[src/rtl/bcd_convert_arbiter.sv]
// Round-robin arbiter sharing one double dabble converter between two requesters.
// Optional result cache per requester: define BCD_ARB_CACHE_EN.
module bcd_convert_arbiter #(
  parameter int INPUT_BITS     = 8,
  parameter int OUTPUT_DIGITS  = 3,
  parameter int TIMEOUT_CYCLES = 64
) (
  input  logic                       clk,
  input  logic                       rst_n,
  input  logic                       Req0_i,
  input  logic [INPUT_BITS-1:0]      Data0_i,
  input  logic                       Req1_i,
  input  logic [INPUT_BITS-1:0]      Data1_i,
  output logic                       Ack0_o,
  output logic                       Ack1_o,
  output logic [4*OUTPUT_DIGITS-1:0] Result_o,
  output logic                       Error_o,
  output logic                       DdStart_o,
  output logic [INPUT_BITS-1:0]      DdData_o,
  input  logic                       DdDone_i,
  input  logic [4*OUTPUT_DIGITS-1:0] DdResult_i
);

  localparam int RW = 4*OUTPUT_DIGITS;
  localparam int CW = $clog2(TIMEOUT_CYCLES+1);

  typedef enum logic [1:0] {IDLE, START, WAIT, DELIVER} state_e;

  state_e                state_q, state_d;
  logic                  rr_q, rr_d;
  logic                  gnt_q, gnt_d;
  logic [INPUT_BITS-1:0] operand_q, operand_d;
  logic [CW-1:0]         cnt_q, cnt_d;
  logic [RW-1:0]         result_q, result_d;
  logic                  ack0_q, ack0_d;
  logic                  ack1_q, ack1_d;
  logic                  err_q, err_d;
  logic                  start_q, start_d;

  logic                  sel;
  logic [INPUT_BITS-1:0] sel_data;

`ifdef BCD_ARB_CACHE_EN
  logic [1:0]                 cvalid_q, cvalid_d;
  logic [1:0][INPUT_BITS-1:0] cop_q, cop_d;
  logic [1:0][RW-1:0]         cres_q, cres_d;
  logic                       hit;
`endif

  always_comb begin
    sel      = (Req0_i && Req1_i) ? rr_q : Req1_i;
    sel_data = sel ? Data1_i : Data0_i;
  end

  always_comb begin
    state_d   = state_q;
    rr_d      = rr_q;
    gnt_d     = gnt_q;
    operand_d = operand_q;
    cnt_d     = cnt_q;
    result_d  = result_q;
    ack0_d    = 1'b0;
    ack1_d    = 1'b0;
    err_d     = 1'b0;
    start_d   = 1'b0;
`ifdef BCD_ARB_CACHE_EN
    cvalid_d  = cvalid_q;
    cop_d     = cop_q;
    cres_d    = cres_q;
    hit       = cvalid_q[sel] && (cop_q[sel] == sel_data);
`endif
    case (state_q)
      IDLE: begin
        if (Req0_i || Req1_i) begin
          gnt_d     = sel;
          operand_d = sel_data;
`ifdef BCD_ARB_CACHE_EN
          if (hit) begin
            result_d = cres_q[sel];
            ack0_d   = ~sel;
            ack1_d   = sel;
            state_d  = DELIVER;
          end else begin
            start_d = 1'b1;
            state_d = START;
          end
`else
          start_d = 1'b1;
          state_d = START;
`endif
        end
      end
      START: begin
        // Counter holds cycles elapsed since DdStart_o, so expiry lands
        // exactly TIMEOUT_CYCLES after the start pulse.
        cnt_d   = CW'(1);
        state_d = WAIT;
      end
      WAIT: begin
        if (DdDone_i) begin
          result_d = DdResult_i;
          ack0_d   = ~gnt_q;
          ack1_d   = gnt_q;
          state_d  = DELIVER;
`ifdef BCD_ARB_CACHE_EN
          cvalid_d[gnt_q] = 1'b1;
          cop_d[gnt_q]    = operand_q;
          cres_d[gnt_q]   = DdResult_i;
`endif
        end else if (cnt_q == CW'(TIMEOUT_CYCLES-1)) begin
          result_d = '1;
          err_d    = 1'b1;
          ack0_d   = ~gnt_q;
          ack1_d   = gnt_q;
          state_d  = DELIVER;
        end else begin
          cnt_d = cnt_q + CW'(1);
        end
      end
      DELIVER: begin
        rr_d    = ~gnt_q;
        state_d = IDLE;
      end
      default: state_d = IDLE;
    endcase
  end

  always_ff @(posedge clk or negedge rst_n) begin
    if (!rst_n) begin
      state_q   <= IDLE;
      rr_q      <= 1'b0;
      gnt_q     <= 1'b0;
      operand_q <= '0;
      cnt_q     <= '0;
      result_q  <= '0;
      ack0_q    <= 1'b0;
      ack1_q    <= 1'b0;
      err_q     <= 1'b0;
      start_q   <= 1'b0;
`ifdef BCD_ARB_CACHE_EN
      cvalid_q  <= '0;
      cop_q     <= '0;
      cres_q    <= '0;
`endif
    end else begin
      state_q   <= state_d;
      rr_q      <= rr_d;
      gnt_q     <= gnt_d;
      operand_q <= operand_d;
      cnt_q     <= cnt_d;
      result_q  <= result_d;
      ack0_q    <= ack0_d;
      ack1_q    <= ack1_d;
      err_q     <= err_d;
      start_q   <= start_d;
`ifdef BCD_ARB_CACHE_EN
      cvalid_q  <= cvalid_d;
      cop_q     <= cop_d;
      cres_q    <= cres_d;
`endif
    end
  end

  assign Ack0_o    = ack0_q;
  assign Ack1_o    = ack1_q;
  assign Result_o  = result_q;
  assign Error_o   = err_q;
  assign DdStart_o = start_q;
  assign DdData_o  = operand_q;

endmodule

[config.mk]
export PLATFORM = sky130hd
export DESIGN_NAME = bcd_convert_arbiter
export DESIGN_NICKNAME = d
export VERILOG_FILES = /design/src/rtl/bcd_convert_arbiter.sv
export SDC_FILE = /design/constraint.sdc
export NUM_CORES = 1
export LEC_CHECK = 0
export ABC_AREA = 0
export CAP_MARGIN = 10
export CORE_ASPECT_RATIO = 0.8
export CORE_MARGIN = 2
export CORE_UTILIZATION = 30
export CTS_BUF_LIST = sky130_fd_sc_hd__clkbuf_4
export DETAILED_ROUTE_END_ITERATION = 10
export SETUP_SLACK_MARGIN = 0.1
export SYNTH_ARGS = -nofsm -noshare
export SYNTH_HDL_FRONTEND = slang
export SYNTH_SLANG_ARGS = --single-unit
[constraint.sdc]
create_clock -name clk -period 3.4 [get_ports clk]
set_input_delay 0.51 -clock clk [delete_from_list [all_inputs] [get_ports clk]]
set_output_delay 0.51 -clock clk [all_outputs]
set_load 0.03 [all_outputs]
==> results of run 1 <==
[power by group through the flow]
stage               Clock (mW)  Sequential (mW)  Combinational [mW]
finish                   0.233            0.688               0.965
global route             0.263            0.710                1.04
CTS                      0.245            0.689               0.978
detailed placement           0            0.698               0.978
global placement             0            0.685               0.947
floorplan                    0            0.927               0.357
[through the flow]
stage	instances	hold WS, ns	setup slack, ns
2_1_floorplan	139	0.2144	1.742
3_3_place_gp	252	0.4700	1.311
3_5_place_dp	252	0.4775	1.226
4_1_cts	260	0.2618	1.350
5_1_grt	260	0.2885	1.185
6_report	260	0.2380	1.374
[layout make-up]
type	instances	share of cell area
Tap cell	62	0.03412
Clock buffer	7	0.02312
Multi-Input combinational cell	90	0.2961
Inverter	9	0.01486
Timing Repair Buffer	56	0.2444
Sequential cell	35	0.3853
Clock inverter	1	0.002201
[Yosys cell counts, types with 2 or more instances]
cell,instances
nand2_1,13
nand4_1,2
clkbuf_1,2
ha_1,6
o22a_2,3
o311ai_0,2
nor3_1,2
dfrtp_1,35
nand3_1,3
o21ai_0,9
o22a_1,9
a311oi_1,2
nor2b_1,5
o211ai_1,2
a21oi_1,3
mux2i_1,8
nor2_1,4
inv_1,9
[routing by layer]
| metal | up-vias | share of wire | wire (um) | track usage |
|---|---|---|---|---|
| li1 | 619 | - | - | - |
| met2 | 48 | 0.49 | 1888 | 0.2205 |
| met5 | - | 0 | 0 | 0 |
| met4 | 0 | 0.018 | 70 | 0.05820 |
| met1 | 602 | 0.43 | 1631 | 0.1614 |
| met3 | 8 | 0.060 | 230 | 0.03095 |
[sequential cells by signal (all words and copies together) (netlist names)]
| name | count |
|---|---|
| Ack0_o | 1 |
| Ack1_o | 1 |
| DdData_o | 8 |
| DdStart_o | 1 |
| Error_o | 1 |
| Result_o | 12 |
| cnt_q | 7 |
| gnt_q | 1 |
| rr_q | 1 |
| state_q | 2 |
[path summary, 6_finish.rpt]
check	slack, ns	endpoint	cells past startpoint	from
worst max-delay path	1.37	Result_o[11]$_DFFE_PN0P_	4	state_q[0]$_DFFE_PN0P_
worst min-delay path	0.24	Ack1_o$_DFF_PN0_	1	rst_n
worst max register to register	1.37	Result_o[11]$_DFFE_PN0P_	4	state_q[0]$_DFFE_PN0P_
worst min register to register	0.50	Ack0_o$_DFF_PN0_	1	gnt_q$_DFFE_PN0P_
max in group asynchronous	2.66	rr_q$_DFFE_PN0N_	1	rst_n
min in group clk	0.50	Ack0_o$_DFF_PN0_	1	gnt_q$_DFFE_PN0P_
[cell families (layout without fill, tap and decap cells)]
group,Yosys count,count (layout),share of synthesized area
multiplexers,9,9,0.05672
AO/OA/AOI/OAI,39,39,0.1943
AND/OR/NAND/NOR,34,34,0.1096
flip-flops,35,35,0.5439
buffers and inverters,14,73,0.03807
XOR/XNOR,2,2,0.01088
adder cells (fa/ha/maj),6,6,0.04662
==> results.ini, run 1 <==
[synthesis]
async_flop_share=1.000
ys_ff_latch=35
ys_types=38
synth-edff-count=0
yosysTopAreaCell=dfrtp_1
ys_top_cells_by_area=dfrtp_1 54%, mux2i_1 5.0%, o22a_1 4.9%
post_synth_instance_area_mm2=0.001610
ys_seq_area_frac=0.5439
syn_nets=178
synthCells=139
yosys_most_used_dff=dfrtp_1
synth.yosys.warnings=0
synth_top_cell_area_share=0.5439
syn_area_per_cell_um2=11.58

[setup_path]
worstPathRequired_ns=3.64
cpMaxStageDelayCell=ha_1
cpPeakStageDelay_ns=0.61
critPathKind=reg -> reg
cp.arrival_ns=2.27
crit_fanout=23
worst_setup_path_start_kind=register
end_kind=register
path_buf_inv=1
cp_top_family=adder cells
crit_chain=inv_1 > ha_1 > nand2_1 > o22a_2

[cells_and_area]
fillers=463
final-seq-area_um2=875.8
utilization=0.4463
nNetsFinal=236
final_cell_mix=55 x clkdlybuf4s50_1, 35 x dfrtp_1, 13 x nand2_1
design_area_mm2=0.002273
final_common_cell=clkdlybuf4s50_1
areaGrowthSynthToFinish_pct=41.18
n_antenna_cell=0
final_layout_size_suffix_gt1_frac=0.09596
multi_input_area_um2=673.1

[floorplanning]
core_mm2=0.005094
dieArea_mm2=0.005973
initial_core_util=0.3161
die_h_um=69.53
ios=57
die_w_um=85.91
fp-row-count=23

[drt]
first_pass_iters=4
routedWlPerCell_um=14.69
wl_um=3820
route.detailed.drc=0
num_vias=1277
via_per_inst=4.912
ant_nets=0
drtIter0Drc=69

[sta]
finalHoldViolCount=0
setup_viol=0
slew_violations=0
period_share=0.5960
setup_tns_ns=0
fin_skew_ns=0.01639
slew_headroom=0.3332
fmax_ghz=0.4935
tightest_slew_ns=0.9936
rsz0062_at_grt=no
period_needed_ns=2.026

[cts]
clkLatencyLatePin_ns=0.34
cts_buffers=5
cts_tree=yes
clk_pin_slew_ns=0.12
cts_setup_buffers=0
cts_sinks=35
cts_resized=0
clock_path_buffers=2
hold_buffers=0
h-tree-depth=2
clockRootBuffer=clkbuf_4

[grt]
grt_usage=0.1322
grt_pass1_wl_um=6141
grt_pass1_vias=1273
antenna_found_initial=0
grt_overflow_total=0
grt_max_degree=36

[power]
leakagePower_nw=0.9776
sequentialPowerShare=0.365
p_int_mw=1.104
comb_power_share=0.512
p_total_mw=1.886
p_sw_frac=0.4147
power_density_mw_per_mm2=829.7
clockPowerShare=0.124
net-switching-power_mw=0.7822
vdd_drop_max_mv=0.4127

[min_path]
hold_path_class=in -> async

[placed_design]
numPortBuffers=56
place_congestion=0.8333
post_dp_cell_area_mm2=0.002216
dp_hpwl_um=2853

[run]
max_cap_violations=0

[run_status]
run_status=completed

(Power assumes the default switching activity.)
==> inputs of run 2 (changes only) <==
==> constraint.sdc (replaced) <==
create_clock -name clk -period 1.78 [get_ports clk]
set_input_delay 0.267 -clock clk [delete_from_list [all_inputs] [get_ports clk]]
set_output_delay 0.267 -clock clk [all_outputs]
set_load 0.03 [all_outputs]
==> results.ini, run 2 (same netlist as run 1, synthesis figures left out) <==
[setup_path]
crit_chain=clkdlybuf4s50_1  ; was inv_1 > ha_1 > nand2_1 > o22a_2
path_buf_inv=1  ; unchanged
cpMaxStageDelayCell=clkdlybuf4s50_1  ; was ha_1
cpPeakStageDelay_ns=0.67  ; was 0.61 ns
cp.arrival_ns=1.35  ; was 2.27 ns
end_kind=output port  ; was register
cp_top_family=buffers and inverters  ; was adder cells
worst_setup_path_start_kind=register  ; unchanged
critPathKind=reg -> out  ; was reg -> reg
startpoint=DdStart_o$_DFF_PN0_  ; was state_q[0]$_DFFE_PN0P_
worstPathRequired_ns=1.51  ; was 3.64 ns
crit_fanout=1  ; was 23
crit-reg2reg-launch=cnt_q[1]$_DFFE_PN0P_  ; was state_q[0]$_DFFE_PN0P_

[cts]
hold_buffers=0  ; unchanged
clk_pin_slew_ns=0.12  ; about the same
h-tree-depth=2  ; unchanged
cts_tree=yes  ; unchanged
cts_sinks=35  ; unchanged
clockRootBuffer=clkbuf_4  ; unchanged
clkLatencyLatePin_ns=0.34  ; about the same
cts_buffers=5  ; unchanged
clock_path_buffers=2  ; unchanged

[drt]
first_pass_iters=4  ; unchanged
via_per_inst=4.851  ; was 4.912
ant_nets=0  ; unchanged
num_vias=1300  ; was 1277
routedWlPerCell_um=14.59  ; was 14.69 um
route.detailed.drc=0  ; unchanged
drtIter0Drc=68  ; was 69
wl_um=3911  ; was 3820 um

[min_path]
hold_path_class=in -> async  ; unchanged

[sta]
fin_skew_ns=0.01369  ; was 0.01639 ns
setup_tns_ns=0  ; unchanged
finalHoldViolCount=1  ; was 0
setup_viol=0  ; unchanged
fin_hold_ws_ns=-0.002872  ; was 0.2380 ns
period_share=0.9063
period_needed_ns=1.613
slew_headroom=0.4630  ; was 0.3332
slew_violations=0  ; unchanged
rsz0062_at_grt=yes  ; was no
fmax_ghz=0.6198
tightest_slew_ns=0.8055  ; was 0.9936 ns

[floorplanning]
core_mm2=0.005094  ; unchanged
dieArea_mm2=0.005973  ; unchanged
ios=57  ; unchanged
fp-row-count=23  ; unchanged
die_h_um=69.53  ; unchanged
die_w_um=85.91  ; unchanged
initial_core_util=0.3161  ; unchanged

[placed_design]
place_congestion=0.7714  ; was 0.8333
numPortBuffers=56  ; unchanged
dp_hpwl_um=2827  ; was 2853 um
post_dp_cell_area_mm2=0.002266  ; was 0.002216 mm^2

[power]
power_density_mw_per_mm2=1518  ; was 829.7 mW/mm^2
vdd_drop_max_mv=0.5848  ; was 0.4127 mV
clockPowerShare=0.121  ; was 0.124
leakagePower_nw=1.234  ; was 0.9776 nW
p_sw_frac=0.4137  ; was 0.4147
sequentialPowerShare=0.350  ; was 0.365
p_int_mw=2.145  ; was 1.104 mW
net-switching-power_mw=1.514  ; was 0.7822 mW
comb_power_share=0.530  ; was 0.512

[cells_and_area]
largest_reg_flops=12  ; unchanged
utilization=0.4731  ; was 0.4463
n_antenna_cell=0  ; unchanged
nNetsFinal=244  ; was 236
final_cell_mix=35 x dfrtp_1, 33 x clkdlybuf4s50_1, 22 x dlymetal6s2s_1  ; was 55 x clkdlybuf4s50_1, 35 x dfrtp_1, 13 x nand2_1
final_layout_size_suffix_gt1_frac=0.1456  ; was 0.09596
design_area_mm2=0.002410  ; was 0.002273 mm^2
final_common_cell=dfrtp_1  ; was clkdlybuf4s50_1
areaGrowthSynthToFinish_pct=49.65  ; was 41.18%

[run_status]
run_status=complete, but fails checks  ; was completed
violations=hold timing

[run]
max_cap_violations=0  ; unchanged

[grt]
grt_max_degree=36  ; unchanged
antenna_found_initial=0  ; unchanged
grt_pass1_vias=1332  ; was 1273
grt_pass1_wl_um=6348  ; was 6141 um
grt_usage=0.1367  ; was 0.1322
grt_overflow_total=0  ; unchanged

run 2: metal layers:
| metal | track usage | vias up | routed length, um | part of all wire |
|---|---|---|---|---|
| met5 | 0 | - | 0 | 0 |
| met4 | 0.04233 | 0 | 27 | 0.0069 |
| met3 | 0.05476 | 2 | 291 | 0.074 |
| met2 | 0.2188 | 47 | 1926 | 0.49 |
| met1 | 0.1686 | 618 | 1665 | 0.43 |
| li1 | - | 633 | - | - |
run 2: layout make-up:
| type | count | area, um^2 |
|---|---|---|
| clock buffer | 6 | 45.04 |
| multi-input combinational | 90 | 681.9 |
| inverter | 9 | 33.78 |
| sequential | 35 | 875.8 |
| fill | 449 | 2684 |
| timing repair buffer | 64 | 683.2 |
| tap | 62 | 77.57 |
| clock inverter | 2 | 12.51 |
run 2: metrics by stage:
stage | instances | setup slack, ns | hold slack [ns] | power (mW)
2_1_floorplan | 139 | 0.1218 | -0.02859 | 2.451
6_report | 268 | 0.1667 | -0.002872 | 3.659
3_3_place_gp | 257 | 0.1395 | 0.3808 | 3.171
4_1_cts | 266 | 0.1004 | 0.02234 | 3.714
3_5_place_dp | 257 | 0.04296 | 0.4030 | 3.252
5_1_grt | 268 | 0.08024 | 0.03562 | 3.919
run 2: final timing paths:
path	end	slack, ns	depth (start not counted)
setup / recovery	DdStart_o	0.17	1
hold / removal	cnt_q[4]$_DFFE_PN0P_	-0.003	1
setup reg to reg	Result_o[1]$_DFFE_PN0P_	0.17	5
hold reg to reg	Ack0_o$_DFF_PN0_	0.48	1
max in group asynchronous	DdData_o[3]$_DFFE_PN0P_	1.26	1
min in group clk	Ack0_o$_DFF_PN0_	0.48	1
run 2: power groups by stage:
stage                     registers [mW]  logic (mW)  clock network, mW
final                               1.28        1.94              0.442
after global placement              1.30        1.87                  0
after detailed placement            1.32        1.93                  0
after floorplan                     1.77       0.681                  0
after global routing                1.33        2.09              0.504
after CTS                           1.30        1.96              0.462
run 2: repair_timing:
item,in CTS,in global routing
resized for setup,0,26
gates cloned,0,0
hold endpoints to repair,0,0
setup endpoints to repair,2,37
setup buffers,1,2
